[src/rtl/cla16_seq_pkg.sv]
// Shared definitions for the sequential multi-limb CLA adder.
package cla16_seq_pkg;

    localparam int LIMB_W = 16;

    typedef enum logic [1:0] {
        IDLE = 2'd0,
        RUN  = 2'd1,
        DONE = 2'd2
    } state_t;

    // Limb index width; at least one bit so WORDS=2 still has a real counter.
    function automatic int idx_w(input int words);
        return (words > 2) ? $clog2(words) : 1;
    endfunction

endpackage

[src/rtl/carry_ahead_adder16.sv]
// 16-bit carry-lookahead adder slice: 4-bit lookahead groups, group carries
// chained from cin. gm/pm are the block generate/propagate terms.
module carry_ahead_adder16 (
    input  logic [15:0] a,
    input  logic [15:0] b,
    input  logic        cin,
    output logic [15:0] sum,
    output logic        cout,
    output logic        gm,
    output logic        pm
);

    logic [15:0] g;
    logic [15:0] p;

    assign g = a & b;
    assign p = a ^ b;

    // Bit carries come from the group's running generate/propagate, not a ripple chain.
    always_comb begin
        logic grp_g;
        logic grp_p;
        logic bit_c;
        logic grp_c;
        logic blk_g;
        logic blk_p;
        grp_g = 1'b0;
        grp_p = 1'b1;
        bit_c = 1'b0;
        grp_c = cin;
        blk_g = 1'b0;
        blk_p = 1'b1;
        sum   = '0;
        for (int j = 0; j < 4; j++) begin
            grp_g = 1'b0;
            grp_p = 1'b1;
            for (int k = 0; k < 4; k++) begin
                bit_c          = grp_g | (grp_p & grp_c);
                sum[4*j + k]   = p[4*j + k] ^ bit_c;
                grp_g          = g[4*j + k] | (p[4*j + k] & grp_g);
                grp_p          = grp_p & p[4*j + k];
            end
            grp_c = grp_g | (grp_p & grp_c);
            blk_g = grp_g | (grp_p & blk_g);
            blk_p = blk_p & grp_p;
        end
        cout = grp_c;
        gm   = blk_g;
        pm   = blk_p;
    end

endmodule

[src/rtl/cla16_seq_adder.sv]
// Multi-cycle wide adder: one 16-bit CLA slice reused across WORDS limbs,
// least-significant limb first, carry held in a register between limbs.
// Optional subtract support is enabled by defining CLA16_SEQ_SUB_EN.
//
//   state | meaning
//   IDLE  | ready for a request; operands captured on accept
//   RUN   | one limb per clock through the slice, idx counts 0..WORDS-1
//   DONE  | result valid and held until the consumer takes it
module cla16_seq_adder
    import cla16_seq_pkg::*;
#(
    parameter int WORDS = 4
) (
    input  logic                      clk,
    input  logic                      rst_n,
    input  logic                      in_valid,
    output logic                      in_ready,
    input  logic [LIMB_W*WORDS-1:0]   in_a,
    input  logic [LIMB_W*WORDS-1:0]   in_b,
    input  logic                      in_cin,
`ifdef CLA16_SEQ_SUB_EN
    input  logic                      in_sub,
`endif
    output logic                      out_valid,
    input  logic                      out_ready,
    output logic [LIMB_W*WORDS-1:0]   out_sum,
    output logic                      out_cout,
    output logic                      out_ovf
);

    localparam int W  = LIMB_W * WORDS;
    localparam int IW = idx_w(WORDS);

    state_t           state_q;
    state_t           state_d;
    logic [IW-1:0]    idx_q;
    logic             carry_q;
    logic [W-1:0]     a_q;
    logic [W-1:0]     b_q;
    logic [W-1:0]     b_load;
    logic             cin_load;
    logic             accept;
    logic             last_limb;
    logic [LIMB_W-1:0] a_limb;
    logic [LIMB_W-1:0] b_limb;
    logic [LIMB_W-1:0] slice_sum;
    logic             slice_cout;
    logic             slice_gm_unused;
    logic             slice_pm_unused;

`ifdef CLA16_SEQ_SUB_EN
    // Subtraction is A + ~B + 1; in_cin has no effect while subtracting.
    assign b_load   = in_sub ? ~in_b : in_b;
    assign cin_load = in_sub | in_cin;
`else
    assign b_load   = in_b;
    assign cin_load = in_cin;
`endif

    assign accept    = in_valid & in_ready;
    assign last_limb = (idx_q == IW'(WORDS - 1));
    assign a_limb    = LIMB_W'(a_q >> (LIMB_W * int'(idx_q)));
    assign b_limb    = LIMB_W'(b_q >> (LIMB_W * int'(idx_q)));

    carry_ahead_adder16 u_slice (
        .a    (a_limb),
        .b    (b_limb),
        .cin  (carry_q),
        .sum  (slice_sum),
        .cout (slice_cout),
        .gm   (slice_gm_unused),
        .pm   (slice_pm_unused)
    );

    // State register.
    always_ff @(posedge clk or negedge rst_n) begin
        if (!rst_n) begin
            state_q <= IDLE;
        end else begin
            state_q <= state_d;
        end
    end

    // Next state and handshake outputs.
    always_comb begin
        state_d   = state_q;
        in_ready  = 1'b0;
        out_valid = 1'b0;
        case (state_q)
            IDLE: begin
                in_ready = 1'b1;
                if (in_valid) begin
                    state_d = RUN;
                end
            end
            RUN: begin
                if (last_limb) begin
                    state_d = DONE;
                end
            end
            DONE: begin
                out_valid = 1'b1;
                if (out_ready) begin
                    state_d = IDLE;
                end
            end
            default: state_d = IDLE;
        endcase
    end

    // Operand capture, limb sequencing and result registers.
    always_ff @(posedge clk or negedge rst_n) begin
        if (!rst_n) begin
            a_q      <= '0;
            b_q      <= '0;
            carry_q  <= 1'b0;
            idx_q    <= '0;
            out_sum  <= '0;
            out_cout <= 1'b0;
            out_ovf  <= 1'b0;
        end else begin
            case (state_q)
                IDLE: begin
                    if (accept) begin
                        a_q     <= in_a;
                        b_q     <= b_load;
                        carry_q <= cin_load;
                        idx_q   <= '0;
                    end
                end
                RUN: begin
                    for (int k = 0; k < WORDS; k++) begin
                        if (idx_q == IW'(k)) begin
                            out_sum[k*LIMB_W +: LIMB_W] <= slice_sum;
                        end
                    end
                    carry_q <= slice_cout;
                    idx_q   <= idx_q + 1'b1;
                    if (last_limb) begin
                        out_cout <= slice_cout;
                        out_ovf  <= a_limb[LIMB_W-1] ^ b_limb[LIMB_W-1]
                                  ^ slice_sum[LIMB_W-1] ^ slice_cout;
                    end
                end
                default: ;
            endcase
        end
    end

endmodule

[config.mk]
export PLATFORM = sky130hd
export DESIGN_NAME = cla16_seq_adder
export DESIGN_NICKNAME = d
export VERILOG_FILES = /design/src/rtl/cla16_seq_pkg.sv /design/src/rtl/carry_ahead_adder16.sv /design/src/rtl/cla16_seq_adder.sv
export SDC_FILE = /design/constraint.sdc
export NUM_CORES = 1
export LEC_CHECK = 0
export ABC_AREA = 0
export BUFFER_PORTS_ARGS = -buffer_cell sky130_fd_sc_hd__buf_2
export CAP_MARGIN = 20
export CORE_MARGIN = 4
export CORE_UTILIZATION = 40
export DETAILED_ROUTE_END_ITERATION = 7
export PLACE_DENSITY_LB_ADDON = 0.3
export REMOVE_ABC_BUFFERS = 1
export SLEW_MARGIN = 20
export SYNTH_ARGS = -nofsm -noshare
export SYNTH_HDL_FRONTEND = slang
export SYNTH_HIERARCHICAL = 1
export SYNTH_SLANG_ARGS = --single-unit
[constraint.sdc]
create_clock -name clk -period 5.3 [get_ports clk]
set_input_delay 1.06 -clock clk [delete_from_list [all_inputs] [get_ports clk]]
set_output_delay 1.06 -clock clk [all_outputs]
set_load 0.005 [all_outputs]
* After elaboration in Yosys (flattened, before gate mapping)
Cells that the tools add are included.
** Operators by class
- Equality and inequality tests :: 9
- Shift operators :: 2
- Mux-type cells :: 10
- Reduce and logical (&&, ||, !) cells :: 10
- Bitwise gates (word level) :: 90
- Add/sub/neg operators :: 1
** Operators with widths (count)
- 64-bit by 6-bit right shift with 16-bit output :: 2
- 1-bit AND :: 41
- 1-bit OR :: 28
- 1-bit bitwise XOR :: 19
- 16-bit AND :: 1
- 16-bit bitwise XOR :: 1
- 2-bit AND reduction :: 6
- 2-bit 2-to-1 mux :: 4
- 2-bit inequality test, second input constant :: 4
- 2-bit equality test, second input constant :: 3
- 2-bit one-hot mux with 3 select lines :: 1
- 2-bit by 1-bit equality test with 1-bit output, second input constant :: 2
- 2-bit logical NOT :: 2
- 2-bit one-hot mux with 2 select lines :: 1
- 1-bit 2-to-1 mux :: 3
- 3-bit AND reduction :: 1
- 2-bit by 1-bit adder with 2-bit output, second input constant :: 1
- 1-bit one-hot mux with 2 select lines :: 1
- 2-bit nonzero test :: 1
** Storage, ports and cells
- Word-level logic and storage cells :: 133
- Flip-flop bits (word level) :: 199
- Output and inout bits :: 68

* Depth between registers and ports, before layout
Gate-level depths: netlist of the first run.
- Word-level depth :: 18
- Depth in mapped cells :: 12
- Gate-level depth less buffers :: 10

* Modules after synthesis
The synthesis of the first run kept the hierarchy.
** Modules (own cells, without submodules)
- cla16_seq_adder :: times used 1, area an instance 8304.2 um^2, cells each 485
- carry_ahead_adder16 :: times used 1, area an instance 822.0 um^2, cells each 102

* Least setup slack after synthesis of the first run
OpenSTA, ideal clock, no wires.
- Path kind :: reg-to-reg
- Start point :: reg idx_q[0]
- End point :: reg out_ovf
- Arrival time :: 3.249 ns
- Slack :: 1.974 ns
- Cell stages (with the launch flop) :: 13
- Required time :: 5.224 ns
- Path buffers :: 2
- Period minus slack after synthesis :: 3.326 ns
- Cells stage by stage :: dfrtp_1 buf_6 buf_2 mux4_2 ha_1 a21oi_1 o21ai_0 a21oi_1 a21oi_1 a2111oi_2 xor2_1 xnor3_1 o21ai_1
** On the way
- Elaborated cells between the ends (all ways) :: 56
- Those cells by class :: 1 x eq/ne; 2 x shift; 52 x bitwise; 1 x reduce/logical
** RTL lines
- start: declaration :: line cla16_seq_adder.sv:36 : logic [IW-1:0] idx_q;
- start signal: assignment :: line cla16_seq_adder.sv:138 : idx_q <= idx_q + 1'b1;
- 64-bit by 6-bit right shift with 16-bit output * :: line cla16_seq_adder.sv:62 : assign a_limb = LIMB_W'(a_q >> (LIMB_W * int'(idx_q)));
- named net a_limb[5] :: line cla16_seq_adder.sv:44 : logic [LIMB_W-1:0] a_limb;
- 16-bit bitwise XOR :: line carry_ahead_adder16.sv:17 : assign p = a ^ b;
- 1-bit AND :: line carry_ahead_adder16.sv:40 : grp_g = g[4*j + k] | (p[4*j + k] & grp_g);
- 1-bit OR :: line carry_ahead_adder16.sv:40
- 1-bit AND :: line carry_ahead_adder16.sv:40
- 1-bit OR :: line carry_ahead_adder16.sv:40
- 1-bit AND :: line carry_ahead_adder16.sv:40
- 1-bit OR :: line carry_ahead_adder16.sv:40
- 1-bit OR * :: line carry_ahead_adder16.sv:43 : grp_c = grp_g | (grp_p & grp_c);
- 1-bit AND * :: line carry_ahead_adder16.sv:43
- 1-bit OR * :: line carry_ahead_adder16.sv:43
- 1-bit AND * :: line carry_ahead_adder16.sv:38 : bit_c = grp_g | (grp_p & grp_c);
- 1-bit OR * :: line carry_ahead_adder16.sv:38
- 1-bit bitwise XOR * :: line carry_ahead_adder16.sv:39 : sum[4*j + k] = p[4*j + k] ^ bit_c;
- named net slice_sum[15] :: line cla16_seq_adder.sv:46 : logic [LIMB_W-1:0] slice_sum;
- 1-bit bitwise XOR * (2 in a row) :: line cla16_seq_adder.sv:142 : ^ slice_sum[LIMB_W-1] ^ slice_cout;
- end signal: assignment :: line cla16_seq_adder.sv:141 : out_ovf <= a_limb[LIMB_W-1] ^ b_limb[LIMB_W-1]
- end: declaration :: line cla16_seq_adder.sv:28 : output logic out_ovf
The timed path passes the listed nets; every way through them passes the cells marked *.
A chain may end at the register's enable or synchronous reset.

* Final worst setup path of the first run
- Start point :: reg idx_q[0]
- End point :: reg out_ovf
** On the way
- Elaborated cells between the ends (all ways) :: 56
- Those cells by class :: 1 x eq/ne; 2 x shift; 52 x bitwise; 1 x reduce/logical
** RTL lines (line)
- 64-bit by 6-bit right shift with 16-bit output * :: cla16_seq_adder.sv:62
- named net a_limb[13] :: cla16_seq_adder.sv:44
- 16-bit bitwise XOR :: carry_ahead_adder16.sv:17
- 1-bit AND :: carry_ahead_adder16.sv:40
- 1-bit OR :: carry_ahead_adder16.sv:40
- 1-bit AND :: carry_ahead_adder16.sv:40
- 1-bit OR :: carry_ahead_adder16.sv:40
- 1-bit OR * :: carry_ahead_adder16.sv:38
- 1-bit bitwise XOR * :: carry_ahead_adder16.sv:39
- named net slice_sum[15] :: cla16_seq_adder.sv:46
- 1-bit bitwise XOR * (2 in a row) :: cla16_seq_adder.sv:142
Marks and branches as above.

==> flow_metrics.env, run 1 <==
export IMPL_skew_ps=8.438
export IMPL_start_kind="flip-flop"
export IMPL_grt_max_degree=129
export IMPL_p_leak_nw=4.907
export IMPL_ff2ff_path_depth=12
export IMPL_critPathMostFrequentCell="buf_4"
export IMPL_dieArea_um2=25200
export IMPL_ir_drop_v=0.0003832
export IMPL_crit_family="compound AO/OA/AOI/OAI gates"
export IMPL_root_buffer="clkbuf_16"
export IMPL_crit_fanout=18
export IMPL_status="finished, final reports clean"
export IMPL_tns_ps=0
export IMPL_num_rows=54
export IMPL_grt_usage=0.1644
export IMPL_post_route_period_util=0.7640
export IMPL_worstSetupPathType="reg -> reg"
export IMPL_wl_per_cell_um=18.94
export IMPL_drive_gt1_frac=0.6081
export IMPL_path_clk_slew_ps=70
export IMPL_critPathMaxStageDelay_ps=790
export IMPL_crit_path_end_kind="flip-flop"
export IMPL_seq_area_um2=4982
export IMPL_finalPower_w=0.009303
export IMPL_hold_violations=0
export IMPL_hp_class="reg -> reg"
export IMPL_worstSkewPairLatency_ps=420
export IMPL_crit_buf_inv=3
export IMPL_worst_slack_ps=1251
export IMPL_fmax_ghz=0.2470
export IMPL_syn_inst=581
export IMPL_top_usage_layer="met2"
export IMPL_ctsHoldBuffers=0
export IMPL_syn_mean_instance_area_um2=15.65
export IMPL_worst_pin_slew_ps=832.4
export IMPL_dp_slack_ps=1223
export IMPL_antenna_found_initial=0
export IMPL_drtPass1Iterations=4
export IMPL_gp_congestion=0.7321
export IMPL_use_met2=0.2680
export IMPL_drcViolationCount=0
export IMPL_post_cts_buffers=0
export IMPL_clockBufferDepth=2
export IMPL_use_met3=0.03758
export IMPL_cts_tree="done"
export IMPL_cts_buffers=17
export IMPL_fillers=1925
export IMPL_setup_viol=0
export IMPL_worst_path_stages=12
export IMPL_ant_nets=0
export IMPL_r2r_slack_ps=1250
export IMPL_power_density_nw_per_um2=849.1
export IMPL_critPathSlowestCell="dfrtp_2"
export IMPL_die_y_um=158.8
export IMPL_num_antenna_cells=0
export IMPL_rsz0062_at_grt="no"
export IMPL_arrival_ps=4410
export IMPL_syn_to_final_growth_pct=20.52
export IMPL_grt_pass1_wl_um=32840
export IMPL_netlist_area_um2=9091
export IMPL_cts_sinks=199
export IMPL_place_port_buffers=200
export IMPL_finalNetCount=935
export IMPL_viasPerCell=5.119
export IMPL_dpl_hpwl_um=14610
export IMPL_slew_violations=0
export IMPL_yosysWarnings=6
export IMPL_grt_overflow_total=0
export IMPL_core_um2=22090
export IMPL_cap_violations=0
export IMPL_boundaryPins=201
export IMPL_grt_pass1_vias=5918
export IMPL_multi_input_area_um2=3870
export IMPL_drtIter0Drc=270
export IMPL_via_count=5482
export IMPL_start_util=0.4115
export IMPL_worstPathRequired_ps=5660
export IMPL_met1_usage=0.2237
export IMPL_wl_um=20280
export IMPL_cts_repair_resized=0
export IMPL_finalCriticalPeriod_ps=4049
export IMPL_maxSlewHeadroom=0.4451
export IMPL_die_x_um=158.8
export IMPL_htreeDepth=4
export IMPL_crit_chain="buf_4 -> buf_4 -> mux4_2 -> ha_1 -> a21o_1 -> a21oi_1 -> inv_1 -> a311oi_1 -> a2111oi_2 -> xor2_1 -> xnor3_1 -> o21ai_1"
export IMPL_hold_path_depth=1
-- sequential cells by signal (all words and copies together) (netlist names) --
register and flops:
a_q 64, out_sum 64, carry_q 1, b_q 64
state_q 2, idx_q 2, out_ovf 1, out_cout 1
-- worst register-to-register path: stages (launching register included) --
cell       delay, ps
dfrtp_2          790
buf_4            380
buf_4            250
mux4_2           520
ha_1             400
a21o_1           170
a21oi_1           70
inv_1            150
a311oi_1          80
a2111oi_2        610
xor2_1           220
xnor3_1          230
o21ai_1          120
-- cell usage in the layout (no fill, tap or decap), drive strengths merged, types with 3 or more instances in the layout --
cell      count
a21o          3
a21oi        14
buf         206
bufinv        3
clkbuf       22
clkinv        3
clkinvlp      4
dfrtp       199
fa            4
ha           20
inv          14
mux2        193
mux4         32
nand2        15
nor2          8
nor2b         4
o21ai         7
xnor2         4
xor2          6
-- metrics by stage --
step / instance area, µm² / hold WS (ps) / utilization / std cells
5_1_grt: 10960 / 510.2 / 0.4959 / 1071
2_1_floorplan: 8892 / 475.3 / - / 552
3_3_place_gp: 10330 / 473.8 / 0.4676 / 1038
3_5_place_dp: 10330 / 487.7 / 0.4676 / 1038
6_report: 10960 / 501.0 / 0.4959 / 1071
4_1_cts: 10930 / 503.8 / 0.4947 / 1070
-- report_power, final --
group	switching (W)	leakage (nW)	internal, W
sequential	0.000510	2.35	0.00234
combinational	0.00255	2.28	0.00257
clock	0.000572	0.280	0.000757
-- final timing paths --
path | endpoint | from
setup / recovery | out_ovf$_DFFE_PN0P_ | idx_q[0]$_DFFE_PN0P_
max in group asynchronous | out_sum[31]$_DFFE_PN0P_ | rst_n
hold / removal | out_sum[16]$_DFFE_PN0P_ | out_sum[16]$_DFFE_PN0P_
hold reg to reg | out_sum[16]$_DFFE_PN0P_ | out_sum[16]$_DFFE_PN0P_
setup reg to reg | out_ovf$_DFFE_PN0P_ | idx_q[0]$_DFFE_PN0P_
min in group asynchronous | a_q[57]$_DFFE_PN0P_ | rst_n
-- layout make-up --
type / instances / share of cell area
Sequential cell: 199 / 0.4547
Clock inverter: 11 / 0.01347
Multi-Input combinational cell: 340 / 0.3532
Tap cell: 280 / 0.03197
Clock buffer: 21 / 0.04111
Timing Repair Buffer: 207 / 0.1011
Inverter: 13 / 0.004454
-- routing by layer --
layer / vias to the layer above / wire [µm]
li1: 2529 / -
met1: 2812 / 9179
met2: 124 / 9932
met3: 17 / 886
met4: 0 / 282
met5: - / 0
Power figures use the tool's default switching activity.
==> inputs of run 2 (changes only) <==
==> constraint.sdc (replaced) <==
create_clock -name clk -period 4.2 [get_ports clk]
set_input_delay 0.84 -clock clk [delete_from_list [all_inputs] [get_ports clk]]
set_output_delay 0.84 -clock clk [all_outputs]
set_load 0.005 [all_outputs]
==> flow_metrics.env, run 2 (same netlist as run 1, synthesis figures left out) <==
export IMPL_drtPass1Iterations=4
export IMPL_skew_ps=8.779
export IMPL_cap_violations=0
export IMPL_die_y_um=158.8
export IMPL_start_kind="flip-flop"
export IMPL_crit_fanout=20
export IMPL_clockPowerShare=0.140
export IMPL_power_density_nw_per_um2=1072
export IMPL_crit_path_end_kind="flip-flop"
export IMPL_place_port_buffers=200
export IMPL_multi_input_area_um2=3870
export IMPL_startpoint="idx_q[0]$_DFFE_PN0P_"
export IMPL_rsz0062_at_grt="no"
export IMPL_arrival_ps=3920
export IMPL_num_antenna_cells=0
export IMPL_r2r_slack_ps=640
export IMPL_cts_repair_resized=0
export IMPL_fmax_ghz=0.2809
export IMPL_dpl_hpwl_um=15490
export IMPL_layout_commonest_cell="buf_2"
export IMPL_viasPerCell=5.120
export IMPL_maxSlewHeadroom=0.4413
export IMPL_num_rows=54
export IMPL_seq_area_um2=4982
export IMPL_tns_ps=0
export IMPL_via_count=5494
export IMPL_p_comb_frac=0.562
export IMPL_final_cell_mix="buf_2 (199), dfrtp_1 (197), mux2_2 (193)"
export IMPL_drive_gt1_frac=0.6129
export IMPL_cts_tree="done"
export IMPL_syn_to_final_growth_pct=20.53
export IMPL_boundaryPins=201
export IMPL_drcViolationCount=0
export IMPL_cts_sinks=199
export IMPL_post_route_period_util=0.8477
export IMPL_root_buffer="clkbuf_16"
export IMPL_antenna_found_initial=0
export IMPL_worst_slack_ps=639.7
export IMPL_grt_usage=0.1683
export IMPL_htreeDepth=4
export IMPL_reg2reg_to="out_ovf$_DFFE_PN0P_"
export IMPL_grt_pass1_wl_um=33260
export IMPL_worst_pin_slew_ps=838.1
export IMPL_p_sw_w=0.004598
export IMPL_ir_drop_v=0.0004515
export IMPL_ctsHoldBuffers=0
export IMPL_grt_pass1_vias=5920
export IMPL_grt_overflow_total=0
export IMPL_post_cts_buffers=0
export IMPL_worstSkewPairLatency_ps=430
export IMPL_grt_max_degree=73
export IMPL_status="finished, final reports clean"
export IMPL_dp_slack_ps=641.4
export IMPL_timing_rr_start="idx_q[0]$_DFFE_PN0P_"
export IMPL_dieArea_um2=25200
export IMPL_drtIter0Drc=278
export IMPL_finalCriticalPeriod_ps=3560
export IMPL_gp_congestion=0.7492
export IMPL_path_clk_slew_ps=70
export IMPL_p_sw_frac=0.3915
export IMPL_finalNetCount=938
export IMPL_reg_top3="a_q x64, b_q x64, out_sum x64"
export IMPL_intPower_w=0.007147
export IMPL_clockBufferDepth=2
export IMPL_hp_class="in -> async"
export IMPL_ant_nets=0
export IMPL_crit_end="out_ovf$_DFFE_PN0P_"
export IMPL_hold_violations=0
export IMPL_cts_buffers=17
export IMPL_die_x_um=158.8
export IMPL_start_util=0.4115
export IMPL_pwr_share_seq=0.298
export IMPL_p_leak_nw=4.931
export IMPL_setup_viol=0
export IMPL_wl_um=20880
export IMPL_slew_violations=0
export IMPL_wl_per_cell_um=19.46
export IMPL_worstPathRequired_ps=4560
export IMPL_ff2ff_path_depth=11
export IMPL_fillers=1913
export IMPL_core_um2=22090
export IMPL_worstSetupPathType="reg -> reg"
[run 2: per-layer routing]
metal | vias up | share of wire | global-route usage
met1 | 2811 | 0.45 | 0.2271
met4 | 0 | 0.015 | 0.05010
met2 | 126 | 0.49 | 0.2738
li1 | 2537 | - | -
met3 | 20 | 0.046 | 0.03940
met5 | - | 0 | 0
[run 2: final cells by class]
cell class | instances | share of cell area
inverters | 13 | 0.004453
flip-flops and latches | 199 | 0.4547
clock inverters | 11 | 0.01119
repair buffers | 210 | 0.1020
well taps | 280 | 0.03197
clock buffers | 20 | 0.04259
multi-input cells | 340 | 0.3532
[run 2: power by group through the flow]
stage / clock, W / combinational, W / sequential, W
2_1_floorplan: 0 / 0.00477 / 0.00348
3_3_place_gp: 0 / 0.00655 / 0.00354
3_5_place_dp: 0 / 0.00666 / 0.00355
4_1_cts: 0.00169 / 0.00669 / 0.00352
5_1_grt: 0.00177 / 0.00731 / 0.00362
6_report: 0.00165 / 0.00660 / 0.00350
[run 2: stage by stage]
stage	instances	instance area [µm²]	hold slack (ps)	util	total power, W
after floorplan	552	8892	475.3	-	0.008246
after global placement	1041	10350	477.7	0.4686	0.01009
after detailed placement	1042	10370	488.8	0.4693	0.01021
after CTS	1073	10960	426.1	0.4960	0.01190
after global routing	1073	10960	459.2	0.4960	0.01271
final	1073	10960	409.9	0.4960	0.01174
[run 2: how the worst min path moves through the flow]
stage / from / end / slack, ps / cells after the start
2_1_floorplan: a_q[32]$_DFFE_PN0P_ / a_q[32]$_DFFE_PN0P_ / 480 / 1
3_3_place_gp: out_ovf$_DFFE_PN0P_ / out_ovf$_DFFE_PN0P_ / 480 / 2
3_5_place_dp: out_sum[15]$_DFFE_PN0P_ / out_sum[15]$_DFFE_PN0P_ / 490 / 1
4_1_cts: rst_n / a_q[25]$_DFFE_PN0P_ / 430 / 1
5_1_grt: rst_n / b_q[40]$_DFFE_PN0P_ / 460 / 1
6_report: rst_n / b_q[40]$_DFFE_PN0P_ / 410 / 1
[run 2: critical path: stages, from the launching register on]
cell and delay [ps]:
dfrtp_2 350, buf_4 330, mux4_2 550, ha_1 360, a21oi_1 150, o21ai_0 180
a21oi_1 300, a21oi_1 140, a2111oi_2 550, xor2_1 210, xnor3_1 220, o21ai_1 120
==> inputs of run 3 (changes only) <==
--- a/config.mk
+++ b/config.mk
@@ -5,7 +5,7 @@
 export SDC_FILE = /design/constraint.sdc
 export NUM_CORES = 1
 export LEC_CHECK = 0
-export ABC_AREA = 0
+export ABC_AREA = 1
 export BUFFER_PORTS_ARGS = -buffer_cell sky130_fd_sc_hd__buf_2
 export CAP_MARGIN = 20
 export CORE_MARGIN = 4
==> constraint.sdc (replaced) <==
create_clock -name clk -period 3.1 [get_ports clk]
set_input_delay 0.62 -clock clk [delete_from_list [all_inputs] [get_ports clk]]
set_output_delay 0.62 -clock clk [all_outputs]
set_load 0.005 [all_outputs]
==> flow_metrics.env, run 3 <==
export IMPL_status="finished, final reports clean"
export IMPL_worstSetupPathType="reg -> reg"
export IMPL_syn_mean_instance_area_um2=8.419
export IMPL_whs_ps=207.7
export IMPL_root_buffer="clkbuf_16"
export IMPL_clockBufferDepth=2
export IMPL_hp_class="in -> async"
export IMPL_wl_um=24340
export IMPL_viasPerCell=4.872
export IMPL_startpoint="idx_q[0]$_DFFE_PN0P_"
export IMPL_syn_inst=1103
export IMPL_syn_to_final_growth_pct=20.06
export IMPL_antenna_found_initial=0
export IMPL_htreeDepth=4
export IMPL_reg_top3="a_q x64, b_q x64, out_sum x64"
export IMPL_skew_ps=13.44
export IMPL_hold_violations=0
export IMPL_die_x_um=160.4
export IMPL_num_rows=55
export IMPL_die_y_um=160.4
export IMPL_fmax_ghz=0.3505
export IMPL_cap_violations=0
export IMPL_setup_viol=0
export IMPL_final_cell_mix="nand2_1 (497), buf_2 (199), dfrtp_1 (198)"
export IMPL_gp_congestion=0.8261
export IMPL_start_kind="flip-flop"
export IMPL_ctsHoldBuffers=0
export IMPL_timing_rr_start="idx_q[0]$_DFFE_PN0P_"
export IMPL_critPathMostFrequentCell="nand2_4"
export IMPL_stdcell_area_um2=11150
export IMPL_drcViolationCount=0
export IMPL_placed_cell_area_um2=10450
export IMPL_crit_fanout=20
export IMPL_multi_input_area_um2=3749
export IMPL_grt_usage=0.1909
export IMPL_power_density_nw_per_um2=1368
export IMPL_yosysWarnings=6
export IMPL_boundaryPins=201
export IMPL_core_um2=22710
export IMPL_ir_drop_v=0.0005113
export IMPL_cts_tree="done"
export IMPL_dieArea_um2=25720
export IMPL_slew_violations=0
export IMPL_worstSkewPairLatency_ps=440
export IMPL_seq_area_um2=4981
export IMPL_critPathMaxStageDelay_ps=440
export IMPL_grt_max_degree=130
export IMPL_drive_gt1_frac=0.2292
export IMPL_netlist_area_um2=9286
export IMPL_place_port_buffers=200
export IMPL_dpl_hpwl_um=17130
export IMPL_arrival_ps=3210
export IMPL_wl_per_cell_um=15.39
export IMPL_layout_commonest_cell="nand2_1"
export IMPL_via_count=7703
export IMPL_grt_overflow_total=0
export IMPL_finalNetCount=1440
export IMPL_cts_sinks=199
export IMPL_post_route_period_util=0.9203
export IMPL_grt_pass1_vias=7682
export IMPL_drtIter0Drc=543
export IMPL_crit_path_end_kind="flip-flop"
export IMPL_path_clk_slew_ps=70
export IMPL_start_util=0.4089
export IMPL_cts_buffers=17
export IMPL_num_antenna_cells=0
export IMPL_fillers=2229
export IMPL_crit_chain="inv_4 -> buf_12 -> o21ai_0 -> o22ai_1 -> ha_1 -> nand2_2 -> inv_1 -> nand2_1 -> nand3_2 -> nand2_2 -> nand2_4 -> nand2_4 -> nand2_4 -> fa_1 -> xor2_1 -> inv_1 -> o21ai_1"
export IMPL_maxSlewHeadroom=0.5712
export IMPL_worstPathRequired_ps=3450
export IMPL_critPathSlowestCell="dfrtp_2"
export IMPL_ant_nets=0
export IMPL_drtPass1Iterations=7
export IMPL_finalCriticalPeriod_ps=2853
export IMPL_worst_pin_slew_ps=643.3
export IMPL_p_leak_nw=6.098
export IMPL_grt_pass1_wl_um=39510
export IMPL_fin_util=0.4910
run 3: what timing repair did:
action / in CTS / in global routing
buffers inserted: 0 / 2
resized for setup: 0 / 12
endpoints found under the setup margin: 0 / 3
run 3: area by class of cell:
type                    instances  share of cell area
flip-flops and latches        199              0.4468
multi-input cells             797              0.3362
clock buffers                  20             0.04096
repair buffers                221              0.1129
well taps                     285             0.03198
clock inverters                12             0.01493
inverters                      47             0.01627
run 3: path summary, 6_finish.rpt:
| kind | slack, ps | to | cells past startpoint |
|---|---|---|---|
| min in group clk | 370 | a_q[54]$_DFFE_PN0P_ | 3 |
| hold / removal | 210 | a_q[53]$_DFFE_PN0P_ | 1 |
| setup reg to reg | 250 | out_sum[29]$_DFFE_PN0P_ | 17 |
| max in group asynchronous | 2070 | a_q[63]$_DFFE_PN0P_ | 2 |
| setup / recovery | 250 | out_sum[29]$_DFFE_PN0P_ | 17 |
| hold reg to reg | 470 | b_q[17]$_DFFE_PN0P_ | 2 |
run 3: worst max-delay path, delay by kind of cell, from the launching register on:
kind	cells	cell delay, ps
DFF	1	440
xor gates and xnor gates	1	170
and+or+nand+nor	7	610
AOI/OAI and AO/OA	3	400
adders and majority gates	2	750
buffers and inverters	4	390
run 3: where the power goes:
group,total (W),internal (W),switching [W]
clock network,0.00237,0.00133,0.00103
registers,0.00461,0.00386,0.000759
logic,0.00827,0.00292,0.00534
total,0.0153,0.00811,0.00714
run 3: per-layer routing:
layer / share of wire / vias to the layer above / track usage
met5: 0 / - / 0
met4: 0.019 / 0 / 0.05280
met3: 0.035 / 23 / 0.03285
met2: 0.50 / 191 / 0.3252
met1: 0.45 / 3645 / 0.2532
li1: - / 3844 / -
run 3: per-stage QoR:
stage                     power (W)  cells  worst slack, ps  setup TNS, ps
after CTS                   0.01515   1578            193.7              0
after global placement      0.01256   1546            308.2              0
final                       0.01525   1581            247.2              0
after global routing        0.01676   1581           -19.68         -19.68
after detailed placement    0.01271   1546            224.4              0
after floorplan             0.01007   1043            -1220         -66110
